`config.mk`:
```
export PLATFORM = sky130hd
export DESIGN_NAME = uart_rx
export DESIGN_NICKNAME = d
export VERILOG_FILES = /design/src/rtl/uart_pkg.sv /design/src/rtl/sync_2ff.sv /design/src/rtl/uart_rx.sv
export SDC_FILE = /design/constraint.sdc
export NUM_CORES = 1
export LEC_CHECK = 0
export ABC_AREA = 1
export BUFFER_PORTS_ARGS = -buffer_cell sky130_fd_sc_hd__buf_2
export CORE_ASPECT_RATIO = 1.75
export CORE_MARGIN = 1.5
export CORE_UTILIZATION = 63
export CTS_CLUSTER_DIAMETER = 150
export DETAILED_ROUTE_END_ITERATION = 12
export PLACE_DENSITY_LB_ADDON = 0.08
export REMOVE_ABC_BUFFERS = 1
export SYNTH_ARGS = -nofsm -noshare
export SYNTH_HDL_FRONTEND = slang
export SYNTH_HIERARCHICAL = 1
export SYNTH_SLANG_ARGS = --single-unit
```
`constraint.sdc`:
```
create_clock -name clk -period 2.8 [get_ports clk]
set_input_delay 0 -clock clk [delete_from_list [all_inputs] [get_ports clk]]
set_output_delay 0 -clock clk [all_outputs]
set_load 0.02 [all_outputs]
```
`src/rtl/uart_pkg.sv`:
```
// Shared UART definitions: FSM encoding, frame constants and the bit-period
// helper that keeps uart_tx and uart_rx timing identical.
package uart_pkg;

    localparam int DATA_BITS = 8;
    localparam int STOP_BITS = 1;

    typedef logic [2:0] state_t;

    localparam state_t ST_IDLE      = 3'd0;
    localparam state_t ST_START     = 3'd1;
    localparam state_t ST_DATA      = 3'd2;
    localparam state_t ST_STOP      = 3'd3;
    localparam state_t ST_WAIT_HIGH = 3'd4;

    // Last counter value of one bit period; a bit lasts cnt_max()+1 clocks.
    function automatic int cnt_max(input int freq, input int rate);
        return freq / rate - 1;
    endfunction

endpackage

```
`src/rtl/sync_2ff.sv`:
```
// Two-flop synchroniser for a single asynchronous input. RST_VAL chooses the
// level presented while in reset (idle-high lines use 1).
module sync_2ff #(
    parameter logic RST_VAL = 1'b1
) (
    input  logic clk,
    input  logic rst,
    input  logic d,
    output logic q
);

    logic meta_q;
    logic sync_q;

    always_ff @(posedge clk or posedge rst) begin
        if (rst) begin
            meta_q <= RST_VAL;
            sync_q <= RST_VAL;
        end else begin
            meta_q <= d;
            sync_q <= meta_q;
        end
    end

    assign q = sync_q;

endmodule

```
`src/rtl/uart_rx.sv`:
```
// UART 8N1 receiver: synchronises i_rx, qualifies the start bit at mid-bit,
// samples LSB first and strobes either o_valid or o_frame_err per frame.
module uart_rx
    import uart_pkg::*;
#(
    parameter int FREQ = 50_000_000,
    parameter int RATE = 115_200
) (
    input  logic       clk,
    input  logic       rst,
    input  logic       i_rx,
    output logic [7:0] o_data,
    output logic       o_valid,
    output logic       o_frame_err,
    output logic       o_busy
);

    localparam int CNT_MAX   = cnt_max(FREQ, RATE);
    localparam int HALF      = CNT_MAX / 2;
    localparam int CNT_WIDTH = $clog2(CNT_MAX + 1);

    localparam logic [CNT_WIDTH-1:0] CNT_LAST = CNT_WIDTH'(CNT_MAX);
    localparam logic [CNT_WIDTH-1:0] CNT_MID  = CNT_WIDTH'(HALF);
    localparam logic [2:0]           BIT_LAST = 3'(DATA_BITS - 1);

    if (CNT_MAX < 3) begin : g_cnt_check
        $error("uart_rx: FREQ/RATE gives CNT_MAX below 3");
    end
    if (STOP_BITS != 1) begin : g_stop_check
        $error("uart_rx: only one stop bit is supported");
    end

    logic                 rx_s;
    state_t               state_q, state_d;
    logic [CNT_WIDTH-1:0] cnt_q, cnt_d;
    logic [2:0]           bit_q, bit_d;
    logic [7:0]           shreg_q, shreg_d;
    logic [7:0]           data_q, data_d;
    logic                 valid_q, valid_d;
    logic                 ferr_q, ferr_d;
    logic                 bit_end;

    sync_2ff #(.RST_VAL(1'b1)) u_sync_rx (
        .clk (clk),
        .rst (rst),
        .d   (i_rx),
        .q   (rx_s)
    );

    always_ff @(posedge clk or posedge rst) begin
        if (rst) begin
            state_q <= ST_IDLE;
            cnt_q   <= '0;
            bit_q   <= '0;
            shreg_q <= '0;
            data_q  <= '0;
            valid_q <= 1'b0;
            ferr_q  <= 1'b0;
        end else begin
            state_q <= state_d;
            cnt_q   <= cnt_d;
            bit_q   <= bit_d;
            shreg_q <= shreg_d;
            data_q  <= data_d;
            valid_q <= valid_d;
            ferr_q  <= ferr_d;
        end
    end

    assign bit_end = (cnt_q == CNT_LAST);

    always_comb begin
        state_d = state_q;
        case (state_q)
            ST_IDLE:      if (!rx_s) state_d = ST_START;
            ST_START:     if (cnt_q == CNT_MID) state_d = rx_s ? ST_IDLE : ST_DATA;
            ST_DATA:      if (bit_end && bit_q == BIT_LAST) state_d = ST_STOP;
            ST_STOP:      if (bit_end) state_d = rx_s ? ST_IDLE : ST_WAIT_HIGH;
            ST_WAIT_HIGH: if (rx_s) state_d = ST_IDLE;
            default:      state_d = ST_IDLE;
        endcase
    end

    always_comb begin
        cnt_d   = cnt_q + CNT_WIDTH'(1);
        bit_d   = bit_q;
        shreg_d = shreg_q;
        data_d  = data_q;
        valid_d = 1'b0;
        ferr_d  = 1'b0;
        // Counter restarts on every transition so START's half-period lands mid-bit
        if (state_d != state_q) begin
            cnt_d = '0;
        end else if (bit_end && (state_q == ST_DATA || state_q == ST_STOP)) begin
            cnt_d = '0;
        end
        if (state_q == ST_START && state_d == ST_DATA) begin
            bit_d = '0;
        end
        if (state_q == ST_DATA && bit_end) begin
            shreg_d = {rx_s, shreg_q[7:1]};
            bit_d   = bit_q + 3'd1;
        end
        if (state_q == ST_STOP && bit_end) begin
            if (rx_s) begin
                valid_d = 1'b1;
                data_d  = shreg_q;
            end else begin
                ferr_d  = 1'b1;
            end
        end
    end

    assign o_data      = data_q;
    assign o_valid     = valid_q;
    assign o_frame_err = ferr_q;
    assign o_busy      = (state_q != ST_IDLE);

endmodule
```
==> impl_metrics.yaml, run 1 <==
run_status:
  run_status: "completed"
critical_path:
  wp_data_required_ns: 2.98
  critical_path.max_fanout: 21
  critical_path_class: "reg -> reg"
  worstRegToRegCells: 7
  setup.reg_to_reg.worst_slack_ns: 0.91
  crit_arrival_ns: 2.07
  worst_setup_path_start_kind: "register"
  cp_capture_type: "register"
die:
  top_level_ports: 14
  die_height_um: 73.6
  fp-row-count: 25
  die_area_mm2: 0.00319
  start_util_pct: 66.7
  die-width_um: 43.3
  core_region_area_mm2: 0.00269
clock_tree:
  cts-buffers-inserted: 5
  worstSkewPairLatency_ns: 0.29
  cts_tree: "built"
  cts.clk_slew.worst_paths_ns: 0.06
  root_buffer_master: "sky130_fd_sc_hd__clkbuf_8"
  cts_max_level: 2
  clockBufferDepth: 2
  tritoncts_num_sinks: 35
detailed_routing:
  route.final.wire_length_um: 3430
  first_iter_violations: 26
  post_drt_wl_per_cell_um: 13.4
  remaining_drcs: 0
  drt-vias-per-instance: 5.40
  detailedRoute.firstPassIterationCount: 4
  antenna_violating_nets_post_route: 0
  vias: 1378
final_layout:
  final_layout_size_suffix_gt1_share_pct: 31.1
  antenna_cells_inserted: 0
  fillerInstances: 208
  area_growth_pct: 9.84
  fin_area_mm2: 0.00197
  layout.nets: 236
global_routing:
  global_route_wire_length_before_repair_um: 6100
  grt_overflow_total: 0
  groute.usage.overall_pct: 26.6
  number_of_antenna_violations_at_the_first_check_in_global_routing: 0
  number_of_global_route_vias_before_repair: 1461
  grt_max_degree: 22
pwr:
  power.leakage_nw: 1.00
  seq_power_share_pct: 59.0
  power_per_cell_area_mw_per_mm2: 438
  clkPwrFrac_pct: 38.9
  netSwitchingPower_mw: 0.179
  max-vdd-ir-drop_mv: 0.537
  power.share.switching_pct: 20.8
  combinationalPowerShare_pct: 2.1
  p_int_mw: 0.684
synth:
  synth-edff-count: 0
  mappedNetlistArea_mm2: 0.00179
  async_reset_ff_share_pct: 100
  netlist.area_leader.share_pct: 46.1
  ys_top_cells_by_count: "sky130_fd_sc_hd__nand2_1, sky130_fd_sc_hd__dfrtp_1, sky130_fd_sc_hd__inv_1"
  yosys_cell_types: 27
  synthCells: 208
  number_of_flip_flops_and_latches_in_the_synthesized_netlist: 35
  postSynthAreaPerCell_um2: 8.62
  synth-warning-count: 6
  synthTopCellsByArea: "sky130_fd_sc_hd__dfrtp_1, sky130_fd_sc_hd__nand2_1, sky130_fd_sc_hd__inv_1"
  synth_seq_area_share_pct: 49.0
  synth_most_common_cell: "sky130_fd_sc_hd__nand2_1"
  synth_ff_type: "sky130_fd_sc_hd__dfrtp_1"
  synth.largest_area_cell: "sky130_fd_sc_hd__dfrtp_1"
sta:
  slew_headroom_pct: 54.7
  report.final.setup_viol: 0
  final_hold_viol_count: 0
  fin_tns_setup_ns: 0
  period_share_pct: 67.5
  final-max-slew-violation-count: 0
  finalCriticalPeriod_ns: 1.89
  setup_clock_skew_after_layout_ns: 0.00489
  clock.fmax_mhz: 529
  unrepaired_setup_endpoints_after_global_routing: "no"
  timing_worst_slew_pin_value_ns: 0.678
place:
  dp.final_hpwl_um: 2640
  dpl_cell_area_mm2: 0.00187
  io_buffers: 13
  gp_routability_congestion: 0.858
worst_hold_path:
  hold_path_class: "in -> async"
job:
  drv.max_cap_violation_count: 0
cells in the final DEF, fill, tap and decap left out, drive strengths merged:
master       count
inv             36
dfrtp           33
or2              3
ha               5
a21oi            2
nor2            28
dfstp            2
clkbuf           7
o21ai           23
nand3           12
nand4            3
o21a             1
buf             14
clkinv           1
dlygate4sd3      2
nor3             2
nand2           54
power groups by stage:
stage	Combinational, mW	Clock (mW)	Sequential, mW
floorplan	0.0102	0	0.518
global placement	0.0155	0	0.518
detailed placement	0.0161	0	0.518
CTS	0.0182	0.345	0.509
global route	0.0210	0.363	0.509
finish	0.0179	0.336	0.509
cells by family (layout without fill, tap and decap cells):
| kind of cell | count (synthesis) | in the layout | synth area share [%] |
|---|---|---|---|
| buf+inv | 40 | 60 | 9.21 |
| flops | 35 | 35 | 49.0 |
| fa+ha+maj | 5 | 5 | 3.49 |
| simple gates | 102 | 102 | 29.2 |
| compound gates | 26 | 26 | 9.07 |
cell type report:
class	count	area [um^2]	area share, %
multi-input combinational	133	749	38.1
timing repair buffer	16	92.6	4.70
tap	27	33.8	1.72
inverter	37	139	7.05
sequential	35	878	44.6
clock buffer	7	76.3	3.88
state kept, by name (all words and copies together), names as in the netlist:
register	count
shreg_q	8
o_frame_err	1
cnt_q	9
state_q	3
u_sync_rx/meta_q	1
bit_q	3
u_sync_rx/q	1
o_valid	1
o_data	8
through the flow:
step                      total power [mW]  setup slack [ns]  hold slack (ns)  std cells  utilization, %
after floorplan                      0.528              1.15          -0.0885        205               -
after global placement               0.534              1.02           0.0291        246            69.6
after detailed placement             0.534             0.935           0.0422        246            69.6
after CTS                            0.872             0.890            0.286        255            73.2
after global routing                 0.893             0.735            0.295        255            73.2
final                                0.863             0.911            0.289        255            73.2
per-layer routing:
layer	wire length (um)	global-route usage [%]	up-vias
met5	0	0	-
met4	72	11.8	0
met3	108	7.62	5
met2	2030	50.2	25
met1	1220	25.6	670
li1	-	-	678
critical path, stage by stage, from the launching register on:
cell and delay [ns]:
sky130_fd_sc_hd__dfrtp_1 0.41, sky130_fd_sc_hd__inv_1 0.09, sky130_fd_sc_hd__ha_1 0.16, sky130_fd_sc_hd__nand4_1 0.18, sky130_fd_sc_hd__nor3_4 0.62, sky130_fd_sc_hd__nand2_1 0.14, sky130_fd_sc_hd__o21ai_1 0.14, sky130_fd_sc_hd__inv_2 0.04
path summary, 6_finish.rpt:
check	to	from
worst max-delay path	shreg_q[4]	cnt_q[1]
worst min-delay path	u_sync_rx/q	rst
worst max register to register	shreg_q[4]	cnt_q[1]
worst min register to register	u_sync_rx/q	u_sync_rx/meta_q
max in group asynchronous	shreg_q[5]	rst
min in group clk	u_sync_rx/q	u_sync_rx/meta_q
timing repair:
action / CTS / global route
setup buffers: 0 / 0
hold buffers: 2 / 0
endpoints found under the hold margin: 18 / 0
gates resized for setup: 0 / 0
(Power assumes the default switching activity.)
==> run 2: changes to the inputs <==
--- a/config.mk
+++ b/config.mk
@@ -9,7 +9,7 @@
 export BUFFER_PORTS_ARGS = -buffer_cell sky130_fd_sc_hd__buf_2
 export CORE_ASPECT_RATIO = 1.75
 export CORE_MARGIN = 1.5
-export CORE_UTILIZATION = 63
+export CORE_UTILIZATION = 58
 export CTS_CLUSTER_DIAMETER = 150
 export DETAILED_ROUTE_END_ITERATION = 12
 export PLACE_DENSITY_LB_ADDON = 0.08
==> constraint.sdc (replaced) <==
create_clock -name clk -period 2 [get_ports clk]
set_input_delay 0 -clock clk [delete_from_list [all_inputs] [get_ports clk]]
set_output_delay 0 -clock clk [all_outputs]
set_load 0.02 [all_outputs]
==> impl_metrics.yaml, run 2 (same netlist as run 1, synthesis figures left out) <==
clock_tree:
  tritoncts_num_sinks: 35
  cts_max_level: 2
  cts_tree: "built"
  clockBufferDepth: 2
  cts-buffers-inserted: 5
  root_buffer_master: "sky130_fd_sc_hd__clkbuf_8"
  cts.clk_slew.worst_paths_ns: 0.07
  ctsResizeCount: 0
  worstSkewPairLatency_ns: 0.28
critical_path:
  cp_capture_type: "register"
  setup.reg_to_reg.worst_slack_ns: 0.35
  worstRegToRegCells: 8
  wp_data_required_ns: 2.18
  r2r_start: "cnt_q[1]"
  worst_setup_path_start_kind: "register"
  critical_path.max_fanout: 21
  crit_arrival_ns: 1.82
  timing.rr.end: "shreg_q[6]"
  critical_path_class: "reg -> reg"
final_layout:
  area_growth_pct: 10.6
  antenna_cells_inserted: 0
  layout.nets: 237
  max_flop_register: "cnt_q"
  fillerInstances: 254
  largest_register_ffs: 9
  layout_commonest_cell: "sky130_fd_sc_hd__nand2_1"
  final_layout_size_suffix_gt1_share_pct: 31.7
  final_cell_mix: "sky130_fd_sc_hd__nand2_1, sky130_fd_sc_hd__dfrtp_1, sky130_fd_sc_hd__inv_1"
detailed_routing:
  vias: 1362
  remaining_drcs: 0
  post_drt_wl_per_cell_um: 13.0
  drt-vias-per-instance: 5.28
  route.final.wire_length_um: 3370
  antenna_violating_nets_post_route: 0
  first_iter_violations: 17
  detailedRoute.firstPassIterationCount: 4
sta:
  period_share_pct: 82.3
  final-max-slew-violation-count: 0
  slew_headroom_pct: 68.0
  timing_worst_slew_pin_value_ns: 0.479
  setup_clock_skew_after_layout_ns: 0.00454
  fin_tns_setup_ns: 0
  finalCriticalPeriod_ns: 1.65
  report.final.setup_viol: 0
  timing.hold.ws_ns: 0.277
  clock.fmax_mhz: 607
  final_hold_viol_count: 0
  unrepaired_setup_endpoints_after_global_routing: "no"
pwr:
  finalPower_mw: 1.22
  max-vdd-ir-drop_mv: 0.478
  power.leakage_nw: 1.01
  power_per_cell_area_mw_per_mm2: 614
die:
  die-width_um: 45.0
  fp-row-count: 26
  die_area_mm2: 0.00345
  top_level_ports: 14
  die_height_um: 76.6
  start_util_pct: 61.2
  core_region_area_mm2: 0.00293
global_routing:
  global_route_wire_length_before_repair_um: 5970
  number_of_global_route_vias_before_repair: 1397
  grt_overflow_total: 0
  groute.usage.overall_pct: 23.9
  grt_max_degree: 23
  number_of_antenna_violations_at_the_first_check_in_global_routing: 0
run_status:
  run_status: "completed"
job:
  drv.max_cap_violation_count: 0
place:
  dp.final_hpwl_um: 2740
  io_buffers: 13
  gp_routability_congestion: 0.830
worst_hold_path:
  hold_path_class: "in -> async"
[run 2: cell types whose count changed in the layout (fill, tap and decap cells not counted), sizes merged]
cell,previous run,this run
buf,14,15
clkinv,1,2
[run 2: worst max-delay path, cell delays in order, from the launching register on]
cell                      delay, ns
sky130_fd_sc_hd__dfrtp_1       0.41
sky130_fd_sc_hd__inv_1         0.09
sky130_fd_sc_hd__ha_1          0.16
sky130_fd_sc_hd__nand4_1       0.19
sky130_fd_sc_hd__nor3_4        0.20
sky130_fd_sc_hd__buf_4         0.25
sky130_fd_sc_hd__nand2_1       0.09
sky130_fd_sc_hd__o21ai_1       0.11
sky130_fd_sc_hd__inv_2         0.04
[run 2: how the worst max path moves through the flow]
stage | startpoint | end | depth (start not counted) | slack, ns
after global placement | cnt_q[1] | cnt_q[2] | 11 | 0.39
final | cnt_q[1] | shreg_q[6] | 8 | 0.35
after global routing | cnt_q[1] | shreg_q[6] | 8 | 0.19
after CTS | cnt_q[1] | shreg_q[6] | 8 | 0.35
after detailed placement | cnt_q[1] | o_data[4] | 9 | 0.38
after floorplan | cnt_q[1] | bit_q[0] | 6 | 0.35
[run 2: stage by stage]
step | cell area, um^2 | instances | utilization, % | setup WS (ns)
after floorplan | 1770 | 205 | - | 0.355
after global placement | 1880 | 248 | 64.3 | 0.385
after detailed placement | 1880 | 248 | 64.3 | 0.376
after CTS | 1980 | 258 | 67.7 | 0.352
after global routing | 1980 | 258 | 67.7 | 0.186
final | 1980 | 258 | 67.7 | 0.353
[run 2: area by class of cell]
class | count | area (um^2) | area share [%]
clock buffers | 7 | 76.3 | 3.85
inverters | 37 | 139 | 7.00
clock inverters | 1 | 5.00 | 0.252
multi-input cells | 133 | 749 | 37.8
well taps | 28 | 35.0 | 1.77
repair buffers | 17 | 100 | 5.05
flip-flops and latches | 35 | 878 | 44.3
[run 2: repair_timing]
item / 4_1_cts / 5_1_grt
setup endpoints to repair: 0 / 0
hold buffers: 2 / 0
setup buffers: 0 / 0
hold endpoints to repair: 14 / 0
[run 2: power by group]
part | switching [mW] | internal (mW) | leakage [nW]
clock network | 0.238 | 0.244 | 0.0422
registers | 0.000963 | 0.712 | 0.467
logic | 0.0179 | 0.00638 | 0.500
total | 0.257 | 0.962 | 1.01
[run 2: metal layers]
metal  part of all wire, %  global-route usage, %  vias to the layer above
met4                   3.5                   12.1                        0
met1                    36                   24.6                      655
li1                      -                      -                      677
met5                     0                      0                        -
met2                    58                   42.7                       19
met3                   2.0                   4.27                       11
